`config.mk`:
```
export PLATFORM = sky130hd
export DESIGN_NAME = morse_tx_scheduler
export DESIGN_NICKNAME = d
export VERILOG_FILES = /design/src/rtl/morse_pkg.sv /design/src/rtl/morse_digit_fifo.sv /design/src/rtl/morse_tx_scheduler.sv
export SDC_FILE = /design/constraint.sdc
export NUM_CORES = 1
export LEC_CHECK = 0
export BUFFER_PORTS_ARGS = -buffer_cell sky130_fd_sc_hd__buf_4
export CAP_MARGIN = 20
export CELL_PAD_IN_SITES_DETAIL_PLACEMENT = 1
export CELL_PAD_IN_SITES_GLOBAL_PLACEMENT = 2
export CORE_UTILIZATION = 30
export DETAILED_ROUTE_END_ITERATION = 10
export PLACE_DENSITY = 0.68
export SYNTH_ARGS = -nofsm -noshare
export SYNTH_HDL_FRONTEND = slang
export SYNTH_SLANG_ARGS = --single-unit
```
`constraint.sdc`:
```
create_clock -name clk -period 6.8 [get_ports clk]
set_clock_uncertainty 0.05 [all_clocks]
set_input_delay 0 -clock clk [delete_from_list [all_inputs] [get_ports clk]]
set_output_delay 0 -clock clk [all_outputs]
set_load 0.05 [all_outputs]
```
`src/rtl/morse_pkg.sv`:
```
// Shared types, constants and the digit-to-element mapping for the Morse digit scheduler.
package morse_pkg;

    localparam int unsigned DIGIT_W         = 4;
    localparam int unsigned ELEM_W          = 3;
    localparam int unsigned ELEMS_PER_DIGIT = 5;

    localparam logic [DIGIT_W-1:0] MAX_DIGIT = 4'd9;
    localparam logic [ELEM_W-1:0]  LAST_ELEM = ELEM_W'(ELEMS_PER_DIGIT - 1);

    typedef enum logic [1:0] {
        OP_DOT       = 2'd0,
        OP_DASH      = 2'd1,
        OP_GAP       = 2'd2,
        OP_DIGIT_GAP = 2'd3
    } cmd_op_e;

    typedef enum logic [1:0] {
        ST_IDLE = 2'd0,
        ST_MARK = 2'd1,
        ST_MGAP = 2'd2,
        ST_DGAP = 2'd3
    } sched_state_e;

    typedef struct packed {
        cmd_op_e             op;
        logic [DIGIT_W-1:0]  digit;
    } cmd_t;

    // Digits 0..5 start with d dots; digits 6..9 start with d-5 dashes.
    function automatic logic is_dash(input logic [DIGIT_W-1:0] digit,
                                     input logic [ELEM_W-1:0]  idx);
        logic [DIGIT_W-1:0] idx_w;
        idx_w = DIGIT_W'(idx);
        if (digit <= 4'd5) begin
            return idx_w >= digit;
        end
        return idx_w < (digit - 4'd5);
    endfunction

endpackage

```
`src/rtl/morse_digit_fifo.sv`:
```
// DEPTH-entry synchronous digit FIFO with occupancy count and single-cycle flush.
module morse_digit_fifo #(
    parameter int unsigned DEPTH  = 8,
    parameter int unsigned CNT_W  = 4,
    parameter int unsigned DATA_W = 4
) (
    input  logic              clk,
    input  logic              rst_n,
    input  logic              flush,
    input  logic              wr_en,
    input  logic [DATA_W-1:0] wr_data,
    input  logic              rd_en,
    output logic [DATA_W-1:0] rd_data_c,
    output logic [CNT_W-1:0]  count,
    output logic              empty_c,
    output logic              full_c
);

    localparam int unsigned PTR_W = (DEPTH > 1) ? $clog2(DEPTH) : 1;

    logic [DATA_W-1:0] mem [DEPTH];
    logic [PTR_W-1:0]  wr_ptr;
    logic [PTR_W-1:0]  rd_ptr;
    logic              do_wr;
    logic              do_rd;

    assign empty_c   = (count == '0);
    assign full_c    = (count == CNT_W'(DEPTH));
    assign do_wr     = wr_en && !full_c && !flush;
    assign do_rd     = rd_en && !empty_c && !flush;
    assign rd_data_c = mem[rd_ptr];

    always_ff @(posedge clk) begin
        if (do_wr) begin
            mem[wr_ptr] <= wr_data;
        end
    end

    // Pointers wrap naturally because DEPTH is a power of two.
    always_ff @(posedge clk or negedge rst_n) begin
        if (!rst_n) begin
            wr_ptr <= '0;
            rd_ptr <= '0;
            count  <= '0;
        end else if (flush) begin
            wr_ptr <= '0;
            rd_ptr <= '0;
            count  <= '0;
        end else begin
            if (do_wr) wr_ptr <= wr_ptr + PTR_W'(1);
            if (do_rd) rd_ptr <= rd_ptr + PTR_W'(1);
            count <= count + CNT_W'(do_wr) - CNT_W'(do_rd);
        end
    end

endmodule

```
`src/rtl/morse_tx_scheduler.sv`:
```
// Round-robin digit intake, FIFO buffering and DOT/DASH/GAP/DIGIT_GAP sequencing.
// Define MORSE_BATCH_EN for number mode: sequencing waits for a go pulse per batch.
module morse_tx_scheduler
    import morse_pkg::*;
#(
    parameter int unsigned DEPTH = 8,
    parameter int unsigned CNT_W = 4
) (
    input  logic               clk,
    input  logic               rst_n,
    input  logic               a_valid,
    input  logic [DIGIT_W-1:0] a_digit,
    output logic               a_ready,
    input  logic               b_valid,
    input  logic [DIGIT_W-1:0] b_digit,
    output logic               b_ready,
    input  logic               flush,
    input  logic               go,
    output logic               cmd_valid,
    output logic [1:0]         cmd_op,
    output logic [DIGIT_W-1:0] cmd_digit,
    input  logic               cmd_ready,
    output logic               busy,
    output logic [CNT_W-1:0]   fifo_count,
    output logic               err_digit
);

    sched_state_e       state_q, state_d;
    logic [ELEM_W-1:0]  elem_q, elem_d;
    cmd_t               cmd_q, cmd_d;
    logic               cmd_valid_q, cmd_valid_d;
    logic               busy_q, busy_d;
    logic               abort_q, abort_d;
    logic               start_ok;
    logic               accept;
    logic               stop;
    logic               pop;

    logic               rdy_en_q;
    logic               prio_b_q;
    logic               err_q;
    logic               can_wr;
    logic               grant_a;
    logic               grant_b;
    logic               wr_en;
    logic [DIGIT_W-1:0] wr_digit;

    logic [DIGIT_W-1:0] fifo_rd_c;
    logic               fifo_empty_c;
    logic               fifo_full_c;

`ifdef MORSE_BATCH_EN
    logic armed_q, armed_d;
`else
    logic go_unused;
    assign go_unused = go;
`endif

    // Intake arbitration; no grant while full, flushing or still in reset.
    assign can_wr   = rdy_en_q && !flush && !fifo_full_c;
    assign grant_a  = can_wr && a_valid && (!b_valid || !prio_b_q);
    assign grant_b  = can_wr && b_valid && !grant_a;
    assign wr_digit = grant_a ? a_digit : b_digit;
    assign wr_en    = (grant_a || grant_b) && (wr_digit <= MAX_DIGIT);
    assign a_ready  = grant_a;
    assign b_ready  = grant_b;

    always_ff @(posedge clk or negedge rst_n) begin
        if (!rst_n) begin
            rdy_en_q <= 1'b0;
            prio_b_q <= 1'b0;
            err_q    <= 1'b0;
        end else begin
            rdy_en_q <= 1'b1;
            err_q    <= (grant_a || grant_b) && (wr_digit > MAX_DIGIT);
            if (grant_a) begin
                prio_b_q <= 1'b1;
            end else if (grant_b) begin
                prio_b_q <= 1'b0;
            end
        end
    end

    morse_digit_fifo #(
        .DEPTH  (DEPTH),
        .CNT_W  (CNT_W),
        .DATA_W (DIGIT_W)
    ) u_fifo (
        .clk       (clk),
        .rst_n     (rst_n),
        .flush     (flush),
        .wr_en     (wr_en),
        .wr_data   (wr_digit),
        .rd_en     (pop),
        .rd_data_c (fifo_rd_c),
        .count     (fifo_count),
        .empty_c   (fifo_empty_c),
        .full_c    (fifo_full_c)
    );

    always_ff @(posedge clk or negedge rst_n) begin
        if (!rst_n) begin
            state_q     <= ST_IDLE;
            elem_q      <= '0;
            cmd_q       <= '{op: OP_DOT, digit: '0};
            cmd_valid_q <= 1'b0;
            busy_q      <= 1'b0;
            abort_q     <= 1'b0;
`ifdef MORSE_BATCH_EN
            armed_q     <= 1'b0;
`endif
        end else begin
            state_q     <= state_d;
            elem_q      <= elem_d;
            cmd_q       <= cmd_d;
            cmd_valid_q <= cmd_valid_d;
            busy_q      <= busy_d;
            abort_q     <= abort_d;
`ifdef MORSE_BATCH_EN
            armed_q     <= armed_d;
`endif
        end
    end

    // Next state plus next registered command; a pending command always completes before abort.
    always_comb begin
        state_d = state_q;
        elem_d  = elem_q;
        cmd_d   = cmd_q;
        abort_d = abort_q;
        pop     = 1'b0;
        accept  = cmd_valid_q && cmd_ready;
        stop    = abort_q || flush;
`ifdef MORSE_BATCH_EN
        armed_d  = armed_q;
        start_ok = armed_q;
        if ((state_q == ST_IDLE) && go) armed_d = 1'b1;
`else
        start_ok = 1'b1;
`endif
        if ((state_q != ST_IDLE) && flush) abort_d = 1'b1;

        case (state_q)
            ST_IDLE: begin
                if (start_ok && !fifo_empty_c && !flush) begin
                    pop         = 1'b1;
                    cmd_d.digit = fifo_rd_c;
                    elem_d      = '0;
                    state_d     = ST_MARK;
                end
            end
            ST_MARK: begin
                if (accept) state_d = stop ? ST_IDLE : ST_MGAP;
            end
            ST_MGAP: begin
                if (accept) begin
                    if (stop) begin
                        state_d = ST_IDLE;
                    end else if (elem_q != LAST_ELEM) begin
                        elem_d  = elem_q + ELEM_W'(1);
                        state_d = ST_MARK;
                    end else if (!fifo_empty_c) begin
                        state_d = ST_DGAP;
                    end else begin
                        state_d = ST_IDLE;
                    end
                end
            end
            ST_DGAP: begin
                if (accept) begin
                    if (stop || fifo_empty_c) begin
                        state_d = ST_IDLE;
                    end else begin
                        pop         = 1'b1;
                        cmd_d.digit = fifo_rd_c;
                        elem_d      = '0;
                        state_d     = ST_MARK;
                    end
                end
            end
            default: state_d = ST_IDLE;
        endcase

        if (state_d == ST_IDLE) begin
            abort_d = 1'b0;
`ifdef MORSE_BATCH_EN
            if (state_q != ST_IDLE) armed_d = 1'b0;
`endif
        end

        case (state_d)
            ST_MARK: cmd_d.op = is_dash(cmd_d.digit, elem_d) ? OP_DASH : OP_DOT;
            ST_MGAP: cmd_d.op = OP_GAP;
            ST_DGAP: cmd_d.op = OP_DIGIT_GAP;
            default: cmd_d.op = OP_DOT;
        endcase
        cmd_valid_d = (state_d != ST_IDLE);
        busy_d      = (state_d != ST_IDLE);
    end

    assign cmd_valid = cmd_valid_q;
    assign cmd_op    = cmd_q.op;
    assign cmd_digit = cmd_q.digit;
    assign busy      = busy_q;
    assign err_digit = err_q;

endmodule

```
# Word-level counts from Yosys, hierarchy flattened
# Memories as Yosys holds them, arrays and structs flattened.
# Cells that the tools add are included.
# totals
output_inout_bits	15
elab_cells	110
n_memories	1
mem_bits_rw	32
reg_bits	26
input_bits	15
# memory_table
memory	depth	width	rd	rd_ports_with_merged_regs	write_ports	line	rtl
u_fifo.mem	8	4	1	0	1	morse_digit_fifo.sv:21	logic [DATA_W-1:0] mem [DEPTH];
# op_classes
n_eq_ne	8
addsub	6
magnitude_cmp	5
n_mux	44
n_reduce_logical	34
# op_table
op	n
3-bit two-way mux	10
4-bit two-way mux	5
1-bit two-way mux	16
2-bit two-way mux	8
1-bit logical AND	15
2-bit nonzero test	6
3-bit by 1-bit adder with 3-bit output (second input constant)	3
3-bit case mux with 3 select lines	1
2-bit equality test (second input constant)	4
2-bit case mux with 4 select lines	1
4-bit case mux with 2 select lines	1
1-bit logical NOT	6
2-bit case mux with 3 select lines	1
4-bit by 1-bit adder with 4-bit output	1
2-bit by 1-bit equality test with 1-bit output (second input constant)	2
4-bit equality test (second input constant)	1
3-bit by 4-bit greater-or-equal comparator with 1-bit output	1
4-bit greater-than comparator (second input constant)	1
4-bit by 3-bit <= comparator with 1-bit output (second input constant)	1
4-bit <= comparator (second input constant)	1
2-bit logical NOT	2
4-bit logical NOT	1
1-bit logical OR	4
3-bit by 4-bit less-than comparator with 1-bit output	1
4 further kinds	4

# Longest topological paths before layout
# Gate-level depths: netlist of the first run.
# logic_depth
ltp_word	14
ltp_mapped	13

# Cells and area by module
# From an unflattened synthesis of the first run, not the netlist that was laid out.
# hier_totals
cells_unflattened	265
area_unflattened_um2	3206.8
# modules_own_cells
mod	cells_per_inst	area_each_um2	n_inst	seq_area_each_um2
morse_digit_fifo	121	1909.3	1	1211.2
morse_tx_scheduler	144	1297.5	1	375.4

# Least setup slack after synthesis of the first run
# No wires, ideal clock.
# synth_path
kind	register to register
startpoint	register u_fifo.count[2]
endpoint	register u_fifo.count[2]
path_buffers	0
path_stages_with_launch	12
slack_ns	3.206
arrival_ns	3.423
cell_sequence	dfrtp_1 -> inv_1 -> ha_1 -> nor3b_1 -> a2111oi_4 -> mux2i_1 -> a21o_1 -> and2_4 -> ha_1 -> fa_1 -> xnor2_1 -> nor2_1
# synth_via
elab_chain_len	14
# synth_lines
element	line	rtl
start, declared	morse_digit_fifo.sv:14	output logic [CNT_W-1:0] count,
start signal, assigned	morse_digit_fifo.sv:52	count <= count + CNT_W'(do_wr) - CNT_W'(do_rd);
4-bit equality test *	morse_digit_fifo.sv:28	assign full_c = (count == CNT_W'(DEPTH));
1-bit logical NOT *	morse_tx_scheduler.sv:60	assign can_wr = rdy_en_q && !flush && !fifo_full_c;
1-bit logical AND *	morse_tx_scheduler.sv:60	
1-bit logical AND * (2 in a row)	morse_tx_scheduler.sv:61	assign grant_a = can_wr && a_valid && (!b_valid || !prio_b_q);
via a_ready	morse_tx_scheduler.sv:13	output logic a_ready,
branches (longest 3 deep; another with 4-bit <= comparator)	-	
1-bit logical AND *	morse_tx_scheduler.sv:64	assign wr_en = (grant_a || grant_b) && (wr_digit <= MAX_DIGIT);
1-bit logical AND * (2 in a row)	morse_digit_fifo.sv:29	assign do_wr = wr_en && !full_c && !flush;
4-bit by 1-bit adder with 4-bit output *	morse_digit_fifo.sv:52	
4-bit by 1-bit subtractor with 4-bit output *	morse_digit_fifo.sv:52	
4-bit two-way mux *	morse_digit_fifo.sv:45	end else if (flush) begin
# Mark *: on every way through the listed nets, which the timed path passes.
# A chain may end at the register's enable or synchronous reset.

# Worst setup path in the final report of the first run
# layout_path
startpoint	register u_fifo.count[2]
endpoint	memory u_fifo.mem[1][2], enable pin
# layout_via
elab_chain_len	13
# layout_lines
element	line	rtl
4-bit equality test *	morse_digit_fifo.sv:28	
1-bit logical NOT *	morse_digit_fifo.sv:29, morse_tx_scheduler.sv:60	
branches (longest 7 deep; another with 4-bit <= comparator)	-	
1-bit logical AND * (2 in a row)	morse_digit_fifo.sv:29	
1-bit two-way mux *	morse_digit_fifo.sv:34	if (do_wr) begin
1-bit two-way mux (implied by the code) *	morse_digit_fifo.sv:35	mem[wr_ptr] <= wr_data;
end, declared	morse_digit_fifo.sv:21	
# Mark *: on every way between the ends.

==> metrics.csv, run 1 <==
stage;metric;value;unit
setup_path;reg2reg_slack;3.61;ns
cells_and_area;layout.nets;315;
timing;finalCriticalPeriod;3.19;ns
clock_network;clk_pin_slew;0.08;ns
logic_synthesis;ys_types;55;
setup_path;worst-setup-path-type;reg2reg;
logic_synthesis;synth_warnings;0;
power;sequentialPowerShare;35.6;%
timing;worst_pin_slew;0.747;ns
setup_path;required;6.72;ns
logic_synthesis;synth_edf_count;32;
setup_path;start_kind;flip-flop;
place;dp.final_hpwl;4740;um
logic_synthesis;synth_top_area_share;31.8;%
detailed_routing;post_drt_wl_per_cell;15.3;um
clock_network;cts_root_buf;clkbuf_8;
clock_network;cts_setup_buffers;0;
logic_synthesis;ys_ff_latch;57;
logic_synthesis;synthTopCellsByArea;edfxtp_1 32%, dfrtp_1 21%, ha_1 8.3%;
place;place_congestion;0.764;
power;switchingPower;497;uW
power;ir_drop;0.109;mV
floorplanning;die_w;102;um
logic_synthesis;syn_inst;244;
min_path;min_to;u_fifo.mem[7][0];
cells_and_area;drive_above_1_share;23.6;%
place;io_buffers;28;
detailed_routing;ant_nets;0;
floorplanning;io_pins;30;
setup_path;regToRegStartpoint;u_fifo.count[2];
timing;setup_ws;3.61;ns
power;finalPower;1270;uW
global_routing;grt_use_total;13.8;%
logic_synthesis;postSynth.topFlopCell;edfxtp_1;
detailed_routing;drtIter0Drc;60;
floorplanning;die_y;102;um
global_routing;grt_pass1_wl;10500;um
floorplanning;num_rows;36;
setup_path;endpoint_kind;flip-flop;
logic_synthesis;async_flop_share;43.9;%
power;pwr-share-comb;38.7;%
logic_synthesis;syn_area;3020;um2
job;drv_cap;0;
logic_synthesis;syn_avg_cell_area;12.4;um2
detailed_routing;routed_wl;6400;um
floorplanning;initial_core_util;30.9;%
min_path;min_from;b_digit[0];
global_routing;grt_pass1_vias;2043;
global_routing;grt_max_degree;26;
timing;period_share;46.9;%
timing;finalSetupViolations;0;
power;power_frac_clock;25.7;%
logic_synthesis;ys_seq_area_share;52.5;%
floorplanning;core;9770;um2
power;p_leak;0.00148;uW
clock_network;cts_tree;yes;
clock_network;clockBufferDepth;2;
timing;max_slew_margin;49.8;%
run_status;outcome;completed;
logic_synthesis;yosys-top-cells-count;32 x edfxtp_1, 26 x inv_1, 25 x dfrtp_1, 20 x ha_1, 17 x nand2_1;
global_routing;antenna_found_initial;0;
logic_synthesis;synth.most_common_cell;edfxtp_1;
timing;finalHoldViolations;0;
floorplanning;die-area;10500;um2
timing;drv_slew;0;
setup_path;rr_endpoint;u_fifo.mem[1][2];
setup_path;cp.arrival;3.11;ns
logic_synthesis;yosys.area.top_type;edfxtp_1;
timing;max_freq;0.314;GHz
detailed_routing;vias_per_cell;4.71;
power;swShare;39.2;%
global_routing;overflow;0;
clock_network;h-tree-depth;3;
cells_and_area;finish.utilization;36.7;%
setup_path;reg2reg_depth;8;
clock_network;cts.sinks;57;
cells_and_area;n_antenna_cell;0;
clock_network;clk_latency;0.35;ns
detailed_routing;drt-pass1-iter-count;4;
clock_network;cts_buffers;9;
power;intPower;771;uW
detailed_routing;drc;0;
detailed_routing;vias;1966;
timing;fin_setup_tns;0;ns
place;dpl_worst_slack;3.49;ns
min_path;holdPathStages;2;
logic_synthesis;syn-num-nets;280;
power;power_density;353;nW/um2
min_path;hold_path.class;in2reg;
setup_path;crit_path_max_fanout;6;
cells_and_area;area_growth_syn_to_layout;18.9;%
timing;rsz0062_at_grt;no;
flip-flops by register name (all words and copies together) (netlist names), 2 cells and up:
register / count
u_fifo.count: 4
u_fifo.rd_ptr: 3
cmd_digit: 4
u_fifo.mem: 32
u_fifo.wr_ptr: 3
cmd_op: 2
elem_q: 3
through the flow:
| stage | cell area (um2) | std cells | hold slack [ns] |
|---|---|---|---|
| final | 3590 | 417 | 0.0323 |
| after global routing | 3590 | 417 | 0.0330 |
| after CTS | 3590 | 417 | 0.0128 |
| after detailed placement | 3360 | 398 | -0.107 |
| after global placement | 3360 | 398 | -0.108 |
| after floorplan | 3020 | 244 | -0.346 |
final cells by class:
class | count | area (um2)
clock buffer | 9 | 124
sequential | 57 | 1590
clock inverter | 7 | 77.6
multi-input combinational | 153 | 1290
inverter | 26 | 97.6
tap | 133 | 166
timing repair buffer | 32 | 248
fill | 1086 | 6180
layout by cell type (no fill, tap or decap), types with 2 or more instances in the layout:
master          n
nand2_1        17
a22o_1          4
a21oi_1         6
nand2b_1        3
o21ai_1         2
xnor2_1         3
clkinv_4        2
or2_2           2
mux2i_1         6
a41o_1          2
ha_1           20
o21ai_0         6
nand3_1         5
dfrtp_1        25
o21a_1          2
nor3_1          5
nor2_1         16
buf_4          29
inv_1          26
inv_6           2
mux2_2          3
dlygate4sd3_1   3
xor2_1          2
clkbuf_8        9
nor4_1          2
nor2b_1         3
a21boi_0        2
mux4_2          8
o22ai_1         2
edfxtp_1       32
a21o_1          5
nor3b_1         2
critical path, cell delays in order (launching register included):
cell and delay (ns):
dfrtp_1 0.35, inv_1 0.08, ha_1 0.19, nor3b_1 0.19, a2111oi_4 0.55, mux2i_1 0.32
a21o_1 0.27, nand3_1 0.20, nor3_1 0.62
kinds of logic after synthesis:
group	after synthesis	synth area share, %
simple gates	64	11.2
flops	57	52.5
other cells	1	0.124
buf+inv	34	4.72
mux	17	9.08
compound gates	45	11.9
fa+ha+maj	21	8.95
xor+xnor	5	1.45
routing by layer:
layer	global-route usage, %	wire [um]
met4	5.60	102
met3	4.24	248
met5	0	0
met2	23.2	3160
met1	16.4	2890
how the worst max path moves through the flow:
stage / start / endpoint / slack, ns / cells after the start
2_1_floorplan: u_fifo.count[2] / u_fifo.count[2] / 3.21 / 11
3_5_place_dp: u_fifo.count[2] / u_fifo.mem[0][0] / 3.49 / 8
4_1_cts: u_fifo.count[2] / u_fifo.mem[0][3] / 3.46 / 8
3_3_place_gp: u_fifo.count[2] / u_fifo.mem[0][0] / 3.51 / 8
5_1_grt: u_fifo.count[2] / u_fifo.mem[0][2] / 3.29 / 8
6_report: u_fifo.count[2] / u_fifo.mem[1][2] / 3.61 / 8
power by group through the flow:
stage | clock network, uW | logic [uW] | registers (uW)
floorplan | 0 | 321 | 508
detailed placement | 0 | 497 | 460
global route | 352 | 544 | 460
finish | 326 | 491 | 451
CTS | 340 | 501 | 453
global placement | 0 | 489 | 459
what timing repair did:
| item | CTS | global route |
|---|---|---|
| endpoints found under the hold margin | 31 | 0 |
| gates resized for setup | 0 | 0 |
| setup endpoints to repair | 0 | 0 |
| hold buffers | 3 | 0 |
No activity file was read; power rests on OpenSTA's default activity.
==> run 2, diff against run 1 <==
- clock period: 6.8 -> 3.1 ns (I/O delays scaled with it)
==> run 2 against run 1 <==
  * Core utilization grew 1.4 points
  * Fmax is 11% higher
  * Critical path depth rose by 4
  * Worst hold slack improved by 0.022 ns
  * Sequential share of layout area is 1.5 points lower
  * Non-clock buffer count up 8
  * Worst setup slack got worse by 3.4 ns
  * Sequential power increased by 120%
  * Cell count grew 1.9%
  * First-iteration DRC count shrank 45%
  * Clock power rose by 150%
  * Highest routed layer unchanged
==> metrics.csv, run 2 (same netlist as run 1, synthesis figures left out) <==
stage;metric;value;unit
setup_path;endpoint_kind;flip-flop;
power;sequentialPowerShare;33.4;%
place;place_congestion;0.745;
clock_network;cts_buffers;9;
detailed_routing;vias_per_cell;4.70;
floorplanning;die_y;102;um
detailed_routing;post_drt_wl_per_cell;15.4;um
cells_and_area;largest_register_ff_count;32;
global_routing;grt_use_total;14.4;%
cells_and_area;fin_area;3720;um2
setup_path;reg2reg_depth;12;
timing;finalSetupViolations;0;
power;p_leak;0.00154;uW
setup_path;cp.arrival;3.07;ns
cells_and_area;largest_register;u_fifo.mem;
clock_network;clk_pin_slew;0.08;ns
cells_and_area;area_growth_syn_to_layout;23.4;%
power;power_density;789;nW/um2
min_path;hold_path.class;in2reg;
power;pwr-share-comb;39.2;%
cells_and_area;final_cell_mix;37 x buf_4, 32 x edfxtp_1, 25 x inv_1;
timing;max_freq;0.349;GHz
min_path;holdPathStages;2;
power;switchingPower;1120;uW
setup_path;regToRegStartpoint;u_fifo.count[2];
timing;rsz0062_at_grt;no;
setup_path;reg2reg_slack;0.24;ns
floorplanning;initial_core_util;30.9;%
detailed_routing;drt-pass1-iter-count;4;
detailed_routing;drtIter0Drc;33;
setup_path;rr_endpoint;cmd_op[0];
power;power_frac_clock;27.4;%
timing;max_slew_margin;56.4;%
power;swShare;38.2;%
floorplanning;num_rows;36;
floorplanning;core;9770;um2
timing;drv_slew;0;
global_routing;overflow;0;
cells_and_area;n_antenna_cell;0;
cells_and_area;layout_commonest_cell;buf_4;
setup_path;required;3.30;ns
cells_and_area;layout.nets;323;
global_routing;grt_max_degree;26;
power;ir_drop;0.228;mV
place;dpl_worst_slack;0.112;ns
run_status;outcome;completed;
clock_network;clockBufferDepth;2;
setup_path;start_kind;flip-flop;
timing;worst_pin_slew;0.648;ns
min_path;min_to;u_fifo.mem[1][0];
timing;fin_setup_tns;0;ns
timing;period_share;92.4;%
setup_path;crit_path_max_fanout;4;
timing;setup_ws;0.237;ns
global_routing;antenna_found_initial;0;
detailed_routing;vias;1999;
floorplanning;die_w;102;um
place;dp.final_hpwl;4970;um
place;io_buffers;28;
global_routing;grt_pass1_wl;11000;um
clock_network;cts_root_buf;clkbuf_8;
clock_network;cts.sinks;57;
min_path;min_from;a_digit[0];
global_routing;grt_pass1_vias;2144;
clock_network;cts_tree;yes;
detailed_routing;drc;0;
timing;finalHoldViolations;0;
detailed_routing;routed_wl;6560;um
power;finalPower;2940;uW
job;drv_cap;0;
floorplanning;io_pins;30;
power;intPower;1810;uW
detailed_routing;ant_nets;0;
setup_path;worst-setup-path-type;reg2reg;
place;placed_area;3460;um2
cells_and_area;drive_above_1_share;29.5;%
clock_network;clk_latency;0.34;ns
timing;finalCriticalPeriod;2.86;ns
setup_path;crit_start;u_fifo.count[2];
floorplanning;die-area;10500;um2
clock_network;h-tree-depth;3;
clock_network;cts_setup_buffers;0;
[run 2: changes by cell type in the layout (fill, tap and decap cells not counted), moves of 2 or more]
| cell | delta |
|---|---|
| a21oi_1 | -2 |
| a21oi_2 | +2 |
| buf_4 | +8 |
| dfrtp_1 | -2 |
| dfrtp_2 | +2 |
| ha_1 | -2 |
| nor3_1 | -2 |
| nor3_2 | +2 |
| nor3b_1 | -2 |
[run 2: layer usage]
metal | vias to the layer above | part of all wire, % | GRT usage [%]
li1 | 975 | - | -
met1 | 985 | 47 | 18.7
met2 | 30 | 48 | 23.3
met3 | 9 | 2.8 | 2.74
met4 | 0 | 1.5 | 6.92
met5 | - | 0 | 0
[run 2: worst max-delay path, cell delays in order (launching register included)]
cell and delay [ns]:
dfrtp_2 0.41, inv_2 0.07, ha_1 0.15, or3b_1 0.42, nand2b_1 0.21, nor3_1 0.10
or2_2 0.34, xor2_1 0.15, ha_1 0.28, a21o_1 0.16, a21oi_1 0.14, nor2_1 0.06
a221oi_2 0.23
[run 2: worst max-delay path by stage]
| stage | to | slack (ns) | depth (start not counted) |
|---|---|---|---|
| 2_1_floorplan | u_fifo.count[1] | -0.14 | 10 |
| 3_3_place_gp | cmd_op[0] | 0.17 | 12 |
| 3_5_place_dp | cmd_op[0] | 0.11 | 12 |
| 4_1_cts | cmd_op[0] | 0.07 | 12 |
| 5_1_grt | cmd_op[0] | 0.05 | 12 |
| 6_report | cmd_op[0] | 0.24 | 12 |
[run 2: stage by stage]
stage / hold WS, ns / cells / util (%)
after CTS: 0.0549 / 425 / 38.0
after floorplan: -0.346 / 244 / -
final: 0.0542 / 425 / 38.1
after global routing: 0.0712 / 425 / 38.1
after detailed placement: -0.0990 / 406 / 35.4
after global placement: -0.102 / 406 / 35.4
[run 2: power groups by stage]
| stage | Clock (uW) | Combinational (uW) | Sequential [uW] |
|---|---|---|---|
| 2_1_floorplan | 0 | 725 | 1120 |
| 3_3_place_gp | 0 | 1130 | 999 |
| 3_5_place_dp | 0 | 1150 | 998 |
| 4_1_cts | 825 | 1160 | 982 |
| 5_1_grt | 856 | 1290 | 997 |
| 6_report | 806 | 1150 | 980 |
[run 2: area by class of cell]
type	count	area, um2
fillers	1059	6050
inverters	26	97.6
well taps	133	166
multi-input cells	153	1340
repair buffers	40	308
flip-flops and latches	57	1590
clock inverters	7	101
clock buffers	9	124
[run 2: timing repair]
item | CTS | global route
hold endpoints to repair | 31 | 0
resized for setup | 0 | 3
hold buffers | 3 | 0
setup endpoints to repair | 0 | 1
==> run 3, diff against run 2 <==
- GPL_TIMING_DRIVEN: unset -> 0
==> run 3 against run 2 <==
  * Worst setup slack worse by 0.040 ns
  * Critical path depth is 1 lower
  * Fmax is 1.4% lower
  * Worst hold slack worse by 0.022 ns
  * Routed wire length is 3.8% lower
  * Global-route usage is 0.38 points lower
  * Critical path type unchanged
  * Clock-buffer cell count stayed put
  * Sequential cell count stayed put
  * Cell count is 0.47% lower
  * Sequential power is 0.8% lower
  * First-iteration DRC count is 36% higher
==> metrics.csv, run 3 (same netlist as run 1, synthesis figures left out) <==
stage;metric;value;unit
setup_path;endpoint_kind;flip-flop;
detailed_routing;drtIter0Drc;45;
cells_and_area;layout_commonest_cell;edfxtp_1;
job;drv_cap;0;
floorplanning;io_pins;30;
floorplanning;die-area;10500;um2
setup_path;crit_path_max_fanout;9;
global_routing;antenna_found_initial;0;
min_path;hold_path.class;in2reg;
clock_network;cts_root_buf;clkbuf_8;
clock_network;cts_tree;yes;
clock_network;clockBufferDepth;2;
setup_path;start_kind;flip-flop;
setup_path;reg2reg_depth;11;
floorplanning;num_rows;36;
clock_network;cts_setup_buffers;0;
run_status;outcome;completed;
global_routing;grt_pass1_vias;2161;
timing;finalCriticalPeriod;2.90;ns
detailed_routing;routed_wl;6310;um
power;p_leak;0.00154;uW
place;place_congestion;0.765;
clock_network;cts_buffers;9;
clock_network;cts.sinks;57;
global_routing;grt_max_degree;26;
detailed_routing;post_drt_wl_per_cell;14.9;um
clock_network;clk_pin_slew;0.08;ns
setup_path;worst-setup-path-type;reg2reg;
setup_path;required;3.30;ns
timing;setup_ws;0.197;ns
timing;finalHoldViolations;0;
detailed_routing;drt-pass1-iter-count;4;
min_path;holdPathStages;2;
timing;max_freq;0.344;GHz
setup_path;regToRegStartpoint;u_fifo.rd_ptr[1];
cells_and_area;largest_register;u_fifo.mem;
clock_network;clk_latency;0.34;ns
cells_and_area;n_antenna_cell;0;
power;power_density;805;nW/um2
global_routing;grt_pass1_wl;10800;um
floorplanning;die_y;102;um
cells_and_area;layout.nets;321;
timing;worst_pin_slew;0.715;ns
cells_and_area;final.fill_count;1073;
timing;drv_slew;0;
detailed_routing;drc;0;
min_path;min_to;u_fifo.mem[6][0];
setup_path;reg2reg_slack;0.20;ns
timing;finalSetupViolations;0;
timing;rsz0062_at_grt;yes;
global_routing;overflow;0;
detailed_routing;ant_nets;0;
clock_network;h-tree-depth;3;
global_routing;grt_use_total;14.1;%
cells_and_area;final_cell_mix;32 x edfxtp_1, 31 x buf_4, 25 x inv_1;
setup_path;cp.arrival;3.10;ns
timing;max_slew_margin;51.9;%
detailed_routing;vias_per_cell;4.79;
floorplanning;core;9770;um2
cells_and_area;drive_above_1_share;29.0;%
place;dp_cells;405;
cells_and_area;largest_register_ff_count;32;
setup_path;rr_endpoint;cmd_op[0];
timing;period_share;93.7;%
timing;hold_ws;0.0320;ns
detailed_routing;vias;2028;
cells_and_area;finalNonFillerCells;423;
floorplanning;initial_core_util;30.9;%
place;dpl_worst_slack;-0.00509;ns
min_path;min_from;b_digit[0];
power;ir_drop;0.228;mV
cells_and_area;area_growth_syn_to_layout;23.1;%
floorplanning;die_w;102;um
place;io_buffers;28;
place;dp.final_hpwl;4770;um
cells_and_area;finish.utilization;38.0;%
-- run 3: routing by layer --
layer	up-vias	share of wire (%)	GRT usage, %
li1	970	-	-
met5	-	0	0
met2	36	49	22.8
met1	1018	47	17.7
met4	0	0.93	5.60
met3	4	3.4	3.97
-- run 3: worst max-delay path by stage --
stage                startpoint               end  slack, ns  depth (start not counted)
2_1_floorplan   u_fifo.count[2]   u_fifo.count[1]      -0.14                         10
3_3_place_gp    u_fifo.count[2]         cmd_op[0]      -0.03                         12
3_5_place_dp    u_fifo.count[2]         cmd_op[0]     -0.005                         12
4_1_cts         u_fifo.count[2]         cmd_op[0]       0.02                         12
5_1_grt         u_fifo.count[3]  u_fifo.mem[1][1]      -0.02                          7
6_report       u_fifo.rd_ptr[1]         cmd_op[0]       0.20                         11
-- run 3: worst max-delay path, stage by stage, from the launching register on --
cell	delay [ns]
dfrtp_1	0.35
buf_4	0.21
mux4_2	0.51
mux2i_1	0.21
nor3_1	0.10
or2_2	0.34
xor2_1	0.16
ha_1	0.28
a21o_1	0.16
a21oi_1	0.15
nor2_1	0.07
a221oi_2	0.25
-- run 3: final cells by class --
class | count | area [um2] | share of cell area [%]
sequential | 57 | 1590 | 42.8
inverter | 26 | 97.6 | 2.63
timing repair buffer | 30 | 230 | 6.19
clock inverter | 7 | 125 | 3.37
tap | 133 | 166 | 4.48
clock buffer | 9 | 124 | 3.33
buffer | 8 | 45.0 | 1.21
multi-input combinational | 153 | 1340 | 36.0
-- run 3: power by group --
part / internal, uW / switching [uW] / leakage, uW / total, uW
registers: 894 / 78.3 / 0.000617 / 972
logic: 458 / 693 / 0.000794 / 1150
clock network: 542 / 329 / 0.000124 / 871
-- run 3: stage by stage --
| stage | total power, uW | instance area, um2 | setup TNS, ns |
|---|---|---|---|
| final | 2990 | 3720 | 0 |
| after global routing | 3200 | 3720 | -0.0409 |
| after CTS | 3030 | 3710 | 0 |
| after detailed placement | 2140 | 3440 | -0.00509 |
| after global placement | 2130 | 3440 | -0.0268 |
| after floorplan | 1850 | 3060 | -0.313 |
-- run 3: timing repair --
item                                   in CTS  in global routing
hold buffers                                2                  0
endpoints found under the hold margin      26                  0
setup endpoints to repair                   1                  5
resized for setup                           1                  4
